`src/rtl/serial_adder.sv`:
```
// -----------------------------------------------------------------------------
// serial_adder
//
// Bit-serial WIDTH-bit adder. Operands are captured on an accepted start, then
// fed LSB first, one bit per cycle, through a single full_adder cell. The
// carry is held in a flop between cycles and the sum bits are assembled in a
// shift register. The result (sum, cout) is registered at the last-bit edge
// and held until the next completion.
//
// Parameters:
//   WIDTH  operand/sum width in bits (>= 2)
//
// Ports:
//   clk    rising-edge clock
//   rst    asynchronous, active-high reset
//   start  request; sampled only in IDLE or DONE
//   a, b   operands, captured when start is accepted
//   cin    carry-in, captured when start is accepted
//   busy   high while in RUN
//   done   one-cycle completion pulse (state DONE)
//   sum    registered result, (a+b+cin) mod 2^WIDTH
//   cout   registered final carry
//   ovf    (only with SERIAL_ADDER_OVF_EN) registered two's-complement
//          signed overflow: carry into MSB XOR carry out of MSB
//
// Build option:
//   SERIAL_ADDER_OVF_EN  adds the ovf output and its register.
//
// Timing: start accepted at edge N, RUN covers edges N+1 .. N+WIDTH, and done
// is high in the cycle after edge N+WIDTH. One add per WIDTH+1 cycles when
// start is held in DONE.
// -----------------------------------------------------------------------------

// -----------------------------------------------------------------------------
// full_adder
//
// One-bit full adder cell used by serial_adder.
//   a, b, cin  addend bits and carry-in
//   s          sum bit
//   cout       carry-out
// -----------------------------------------------------------------------------
module full_adder (
  input  logic a,
  input  logic b,
  input  logic cin,
  output logic s,
  output logic cout
);

  assign s    = a ^ b ^ cin;
  assign cout = (a & b) | (a & cin) | (b & cin);

endmodule

module serial_adder #(
  parameter int WIDTH = 8
) (
  input  logic             clk,
  input  logic             rst,
  input  logic             start,
  input  logic [WIDTH-1:0] a,
  input  logic [WIDTH-1:0] b,
  input  logic             cin,
  output logic             busy,
  output logic             done,
  output logic [WIDTH-1:0] sum,
`ifdef SERIAL_ADDER_OVF_EN
  output logic             ovf,
`endif
  output logic             cout
);

  localparam int CNT_W = $clog2(WIDTH);
  localparam logic [CNT_W-1:0] LAST_BIT = CNT_W'(WIDTH - 1);

  typedef enum logic [1:0] {
    IDLE = 2'd0,
    RUN  = 2'd1,
    DONE = 2'd2
  } state_t;

  state_t state, state_next;

  logic [WIDTH-1:0] a_sh;
  logic [WIDTH-1:0] b_sh;
  logic [WIDTH-1:0] sum_sh;
  logic             carry;
  logic [CNT_W-1:0] cnt;

  logic fa_s;
  logic fa_cout;

  // Start is honoured only where a new operation may begin.
  logic accept;
  logic last_bit;

  assign accept   = start && (state == IDLE || state == DONE);
  assign last_bit = (state == RUN) && (cnt == LAST_BIT);

  full_adder u_full_adder (
    .a    (a_sh[0]),
    .b    (b_sh[0]),
    .cin  (carry),
    .s    (fa_s),
    .cout (fa_cout)
  );

  // ---------------------------------------------------------------------------
  // State register
  // ---------------------------------------------------------------------------
  // NOTE: sequential state uses non-blocking assignments so every flop samples
  // the pre-edge value of every other flop, independent of block ordering.
  always_ff @(posedge clk or posedge rst) begin
    if (rst) begin
      state <= IDLE;
    end else begin
      state <= state_next;
    end
  end

  // ---------------------------------------------------------------------------
  // Next-state logic
  // ---------------------------------------------------------------------------
  always_comb begin
    // NOTE: default assigned first so no path leaves state_next unassigned,
    // which would otherwise infer a latch.
    state_next = state;
    unique case (state)
      IDLE: if (start) state_next = RUN;
      RUN:  if (cnt == LAST_BIT) state_next = DONE;
      DONE: state_next = start ? RUN : IDLE;
      default: state_next = IDLE;
    endcase
  end

  // Status outputs come straight from the state register, never from the
  // combinational adder, so they are glitch-free.
  assign busy = (state == RUN);
  assign done = (state == DONE);

  // ---------------------------------------------------------------------------
  // Datapath: operand shifters, carry flop, bit counter, sum assembly
  // ---------------------------------------------------------------------------
  // NOTE: the shift registers are plain flops, not a memory array, so they are
  // cleared by reset; that keeps a stale operand from ever reaching the adder.
  always_ff @(posedge clk or posedge rst) begin
    if (rst) begin
      a_sh   <= '0;
      b_sh   <= '0;
      sum_sh <= '0;
      carry  <= 1'b0;
      cnt    <= '0;
    end else if (accept) begin
      a_sh  <= a;
      b_sh  <= b;
      carry <= cin;
      cnt   <= '0;
    end else if (state == RUN) begin
      a_sh   <= a_sh >> 1;
      b_sh   <= b_sh >> 1;
      sum_sh <= {fa_s, sum_sh[WIDTH-1:1]};
      carry  <= fa_cout;
      // Stops at LAST_BIT; the next accept reloads it to zero.
      if (!last_bit) cnt <= cnt + 1'b1;
    end
  end

  // ---------------------------------------------------------------------------
  // Published result: changes only at the last-bit edge, held otherwise.
  // ---------------------------------------------------------------------------
  always_ff @(posedge clk or posedge rst) begin
    if (rst) begin
      sum  <= '0;
      cout <= 1'b0;
    end else if (last_bit) begin
      sum  <= {fa_s, sum_sh[WIDTH-1:1]};
      cout <= fa_cout;
    end
  end

`ifdef SERIAL_ADDER_OVF_EN
  // At the MSB, carry holds the carry into the MSB and fa_cout the carry out.
  always_ff @(posedge clk or posedge rst) begin
    if (rst) begin
      ovf <= 1'b0;
    end else if (last_bit) begin
      ovf <= carry ^ fa_cout;
    end
  end
`endif

endmodule

```
`config.mk`:
```
export PLATFORM = sky130hd
export DESIGN_NAME = serial_adder
export DESIGN_NICKNAME = d
export VERILOG_FILES = /design/src/rtl/serial_adder.sv
export SDC_FILE = /design/constraint.sdc
export NUM_CORES = 1
export LEC_CHECK = 0
export CORE_MARGIN = 2
export CORE_UTILIZATION = 38
export DETAILED_ROUTE_END_ITERATION = 7
export RECOVER_POWER = 100
export SYNTH_ARGS = -nofsm -noshare
export SYNTH_HDL_FRONTEND = slang
export SYNTH_SLANG_ARGS = --single-unit
```
`constraint.sdc`:
```
create_clock -name clk -period 1.48 [get_ports clk]
set_input_delay 0.222 -clock clk [delete_from_list [all_inputs] [get_ports clk]]
set_output_delay 0.222 -clock clk [all_outputs]
set_load 0.01 [all_outputs]
```
==> run metrics <==
wire length of the first global-routing pass=5870 um; Min-Delay Startpoint=a_sh[2]$_DFFE_PP0P_; clock tree from TritonCTS=done; total met3 wirelength after detailed routing=121 um; highest-count cells in the layout ignoring fill and taps=sky130_fd_sc_hd__dfrtp_1, sky130_fd_sc_hd__clkdlybuf4s50_1, sky130_fd_sc_hd__nand2_1, sky130_fd_sc_hd__a21oi_1, sky130_fd_sc_hd__inv_1; number of rows created at floorplan=24; biggest fanout along the worst timing path=4; reg2reg start=cnt[0]$_DFFE_PP0P_; count of antenna diodes in the layout=0; clk_lat worst skew=0.29 ns; time the worst path needs with I/O delays and setup=1.46 ns; number of buffers created by CTS=5; critical path capture point type=flop; final cycle utilization of the critical path=0.988; share of synthesized area occupied by flip-flops and latches=0.552; number of buffers on the longest clock path=2; Clock Skew=0.00438 ns; actual slew at the worst max-slew pin=0.942 ns; Fill cells=370; number of global-route vias before repair=1326; critical path arrival=1.64 ns; register clock-pin slew on the reported worst setup and hold paths=0.07 ns; setup slack after layout=0.0179 ns; RSZ-0062 raised after global routing=yes; GP Congestion=0.747; top layer in use=met4; number of buffers added to fix hold violations after cts=0; worst vdd ir=0.000767 V; area overhead of the layout relative to synthesis=32.6%; 1st-iter DRT viols=85; Vert. Die Dim=71.3 um; worst slew margin relative to its limit=0.372; Worst setup SP type=flop; DRC violation count after routing=0; final count of pins violating max slew=0; maximum capacitance violations=0; die area=0.00509 mm2; post-placement setup slack=-0.0828 ns; total detailed-routing wirelength=3310 um; x dimension of the die=71.3 um; met2 WL post-DR=1600 um; Synth Cell Area=0.00172 mm2; Synthesis Warnings=0; count of endpoints failing setup in the final report=0; Overflow after GRT=0; core box area=0.00435 mm2; net count of the finished layout=221; total I/O pin count=31; endpoints failing hold=0; startpoint of the worst setup timing path=cnt[0]$_DFFE_PP0P_; most common cell after layout, fill and taps aside=sky130_fd_sc_hd__dfrtp_1; reported leakage power=1.09 nW; Post-Syn Instances=153; average wire per cell in the routed design=13.2 um; total via count in the routed design=1228; Post-Route Utilization=0.524; Worst Path Class, Setup=flop to flop; outcome=finished, final reports clean; total iterations of the first detailed-routing run=4; GRT Util Overall=0.147; share of layout cells above drive strength 1=0.192; Avg Inst Size Synth=11.3 um2; number of nets in the synthesized netlist=176; clock tree root buffer cell=sky130_fd_sc_hd__clkbuf_8; CTS Sinks=38; Starting Density=0.395; total power divided by cell area=1980 mW/mm2; H-tree lvl count=2; maximum number of pins on one net before global-route repair=39; Highest Clock Rate=684 MHz; total half-perimeter wirelength after legalization and detailed placement=2340 um; antenna viol nets, final=0; aggregate negative setup slack=0 ns; via density per instance=4.91; number of antenna violations at the first check in global routing=0; Port Buffers=30; Post-Route M1 WL=1530 um; path category of the worst min-delay check=flop to flop; worst endpoint required time=1.66 ns; number of synthesized register bits=38; count of cell types in the netlist=27
[cells by family (layout without fill, tap and decap cells)]
| logic type | after synthesis | count (layout) | share of synthesized area |
|---|---|---|---|
| AOI/OAI and AO/OA | 35 | 35 | 0.124 |
| adders and majority gates | 3 | 3 | 0.0262 |
| buffers and inverters | 21 | 66 | 0.0669 |
| DFF | 38 | 38 | 0.552 |
| muxes | 14 | 14 | 0.108 |
| and+or+nand+nor | 42 | 42 | 0.124 |
[final cells by class]
type                       instances  area, um2  share of cell area
clock buffer                       5       68.8              0.0302
clock inverter                     2       10.0             0.00439
inverter                          13       61.3              0.0269
multi-input combinational         94        678               0.297
sequential                        38        951               0.417
tap                               52       65.1              0.0285
timing repair buffer              46        448               0.196
[state kept, by name (all words and copies together) (netlist names)]
register  cells
cout          1
sum_sh        7
b_sh          8
sum           8
a_sh          8
carry         1
cnt           3
state         2
[cell usage after synthesis]
cell	count	share of area
sky130_fd_sc_hd__nor2b_1	6	0.022
sky130_fd_sc_hd__nor2_1	2	0.0044
sky130_fd_sc_hd__nand2_8	1	0.012
sky130_fd_sc_hd__or3b_1	1	0.0051
sky130_fd_sc_hd__o21ai_0	1	0.0029
sky130_fd_sc_hd__inv_1	12	0.026
sky130_fd_sc_hd__a22o_1	2	0.010
sky130_fd_sc_hd__buf_6	2	0.013
sky130_fd_sc_hd__nand3_1	5	0.015
sky130_fd_sc_hd__a21oi_1	14	0.041
sky130_fd_sc_hd__buf_2	4	0.012
sky130_fd_sc_hd__mux2i_1	5	0.029
sky130_fd_sc_hd__nand2b_1	1	0.0036
sky130_fd_sc_hd__a211oi_1	4	0.017
sky130_fd_sc_hd__a21o_1	2	0.0087
sky130_fd_sc_hd__ha_1	2	0.015
sky130_fd_sc_hd__o21ai_1	1	0.0029
sky130_fd_sc_hd__buf_4	1	0.0044
sky130_fd_sc_hd__fa_1	1	0.012
sky130_fd_sc_hd__o211ai_1	1	0.0044
sky130_fd_sc_hd__o22ai_1	10	0.036
sky130_fd_sc_hd__dfrtp_1	38	0.55
sky130_fd_sc_hd__clkbuf_1	1	0.0022
sky130_fd_sc_hd__inv_12	1	0.0095
sky130_fd_sc_hd__nand2b_4	1	0.0080
sky130_fd_sc_hd__mux2_4	9	0.078
sky130_fd_sc_hd__nand2_1	25	0.055
[worst paths after layout]
kind                       slack, ns  depth (start not counted)                   to
max                             0.02                          5   cnt[2]$_DFFE_PP0P_
min                             0.49                          1  a_sh[2]$_DFFE_PP0P_
max reg2reg                     0.02                          5   cnt[2]$_DFFE_PP0P_
min reg2reg                     0.49                          1  a_sh[2]$_DFFE_PP0P_
max in group asynchronous       0.37                          3  a_sh[6]$_DFFE_PP0P_
min in group asynchronous       0.53                          3   sum[5]$_DFFE_PP0P_
[report_power, final]
group / leakage (nW) / switching, mW / internal [mW]
logic: 0.587 / 0.917 / 1.13
registers: 0.463 / 0.302 / 1.51
clock network: 0.0438 / 0.350 / 0.316
[critical path, stage by stage, from the launching register on]
cell	delay (ns)
sky130_fd_sc_hd__dfrtp_1	0.40
sky130_fd_sc_hd__ha_2	0.21
sky130_fd_sc_hd__ha_4	0.17
sky130_fd_sc_hd__or3b_4	0.42
sky130_fd_sc_hd__nand3_1	0.10
sky130_fd_sc_hd__nand2_1	0.05
[metrics by stage]
stage	hold slack, ns	area [um2]	total power [mW]	instances
final	0.487	2280	4.52	250
after global routing	0.517	2280	4.91	250
after CTS	0.298	2270	4.54	248
after detailed placement	0.474	2170	3.80	238
after global placement	0.466	2170	3.69	238
after floorplan	0.362	1720	3.08	153
[layer usage]
layer / vias up / global-route usage
li1: 606 / -
met1: 584 / 0.190
met2: 31 / 0.237
met3: 7 / 0.0323
met4: 0 / 0.0671
met5: - / 0
[repair_timing]
action | in CTS | in global routing
gates resized for setup | 4 | 3
setup buffers | 3 | 2
pin swaps | 1 | 1
endpoints found under the setup margin | 4 | 12
(Power assumes the default switching activity.)
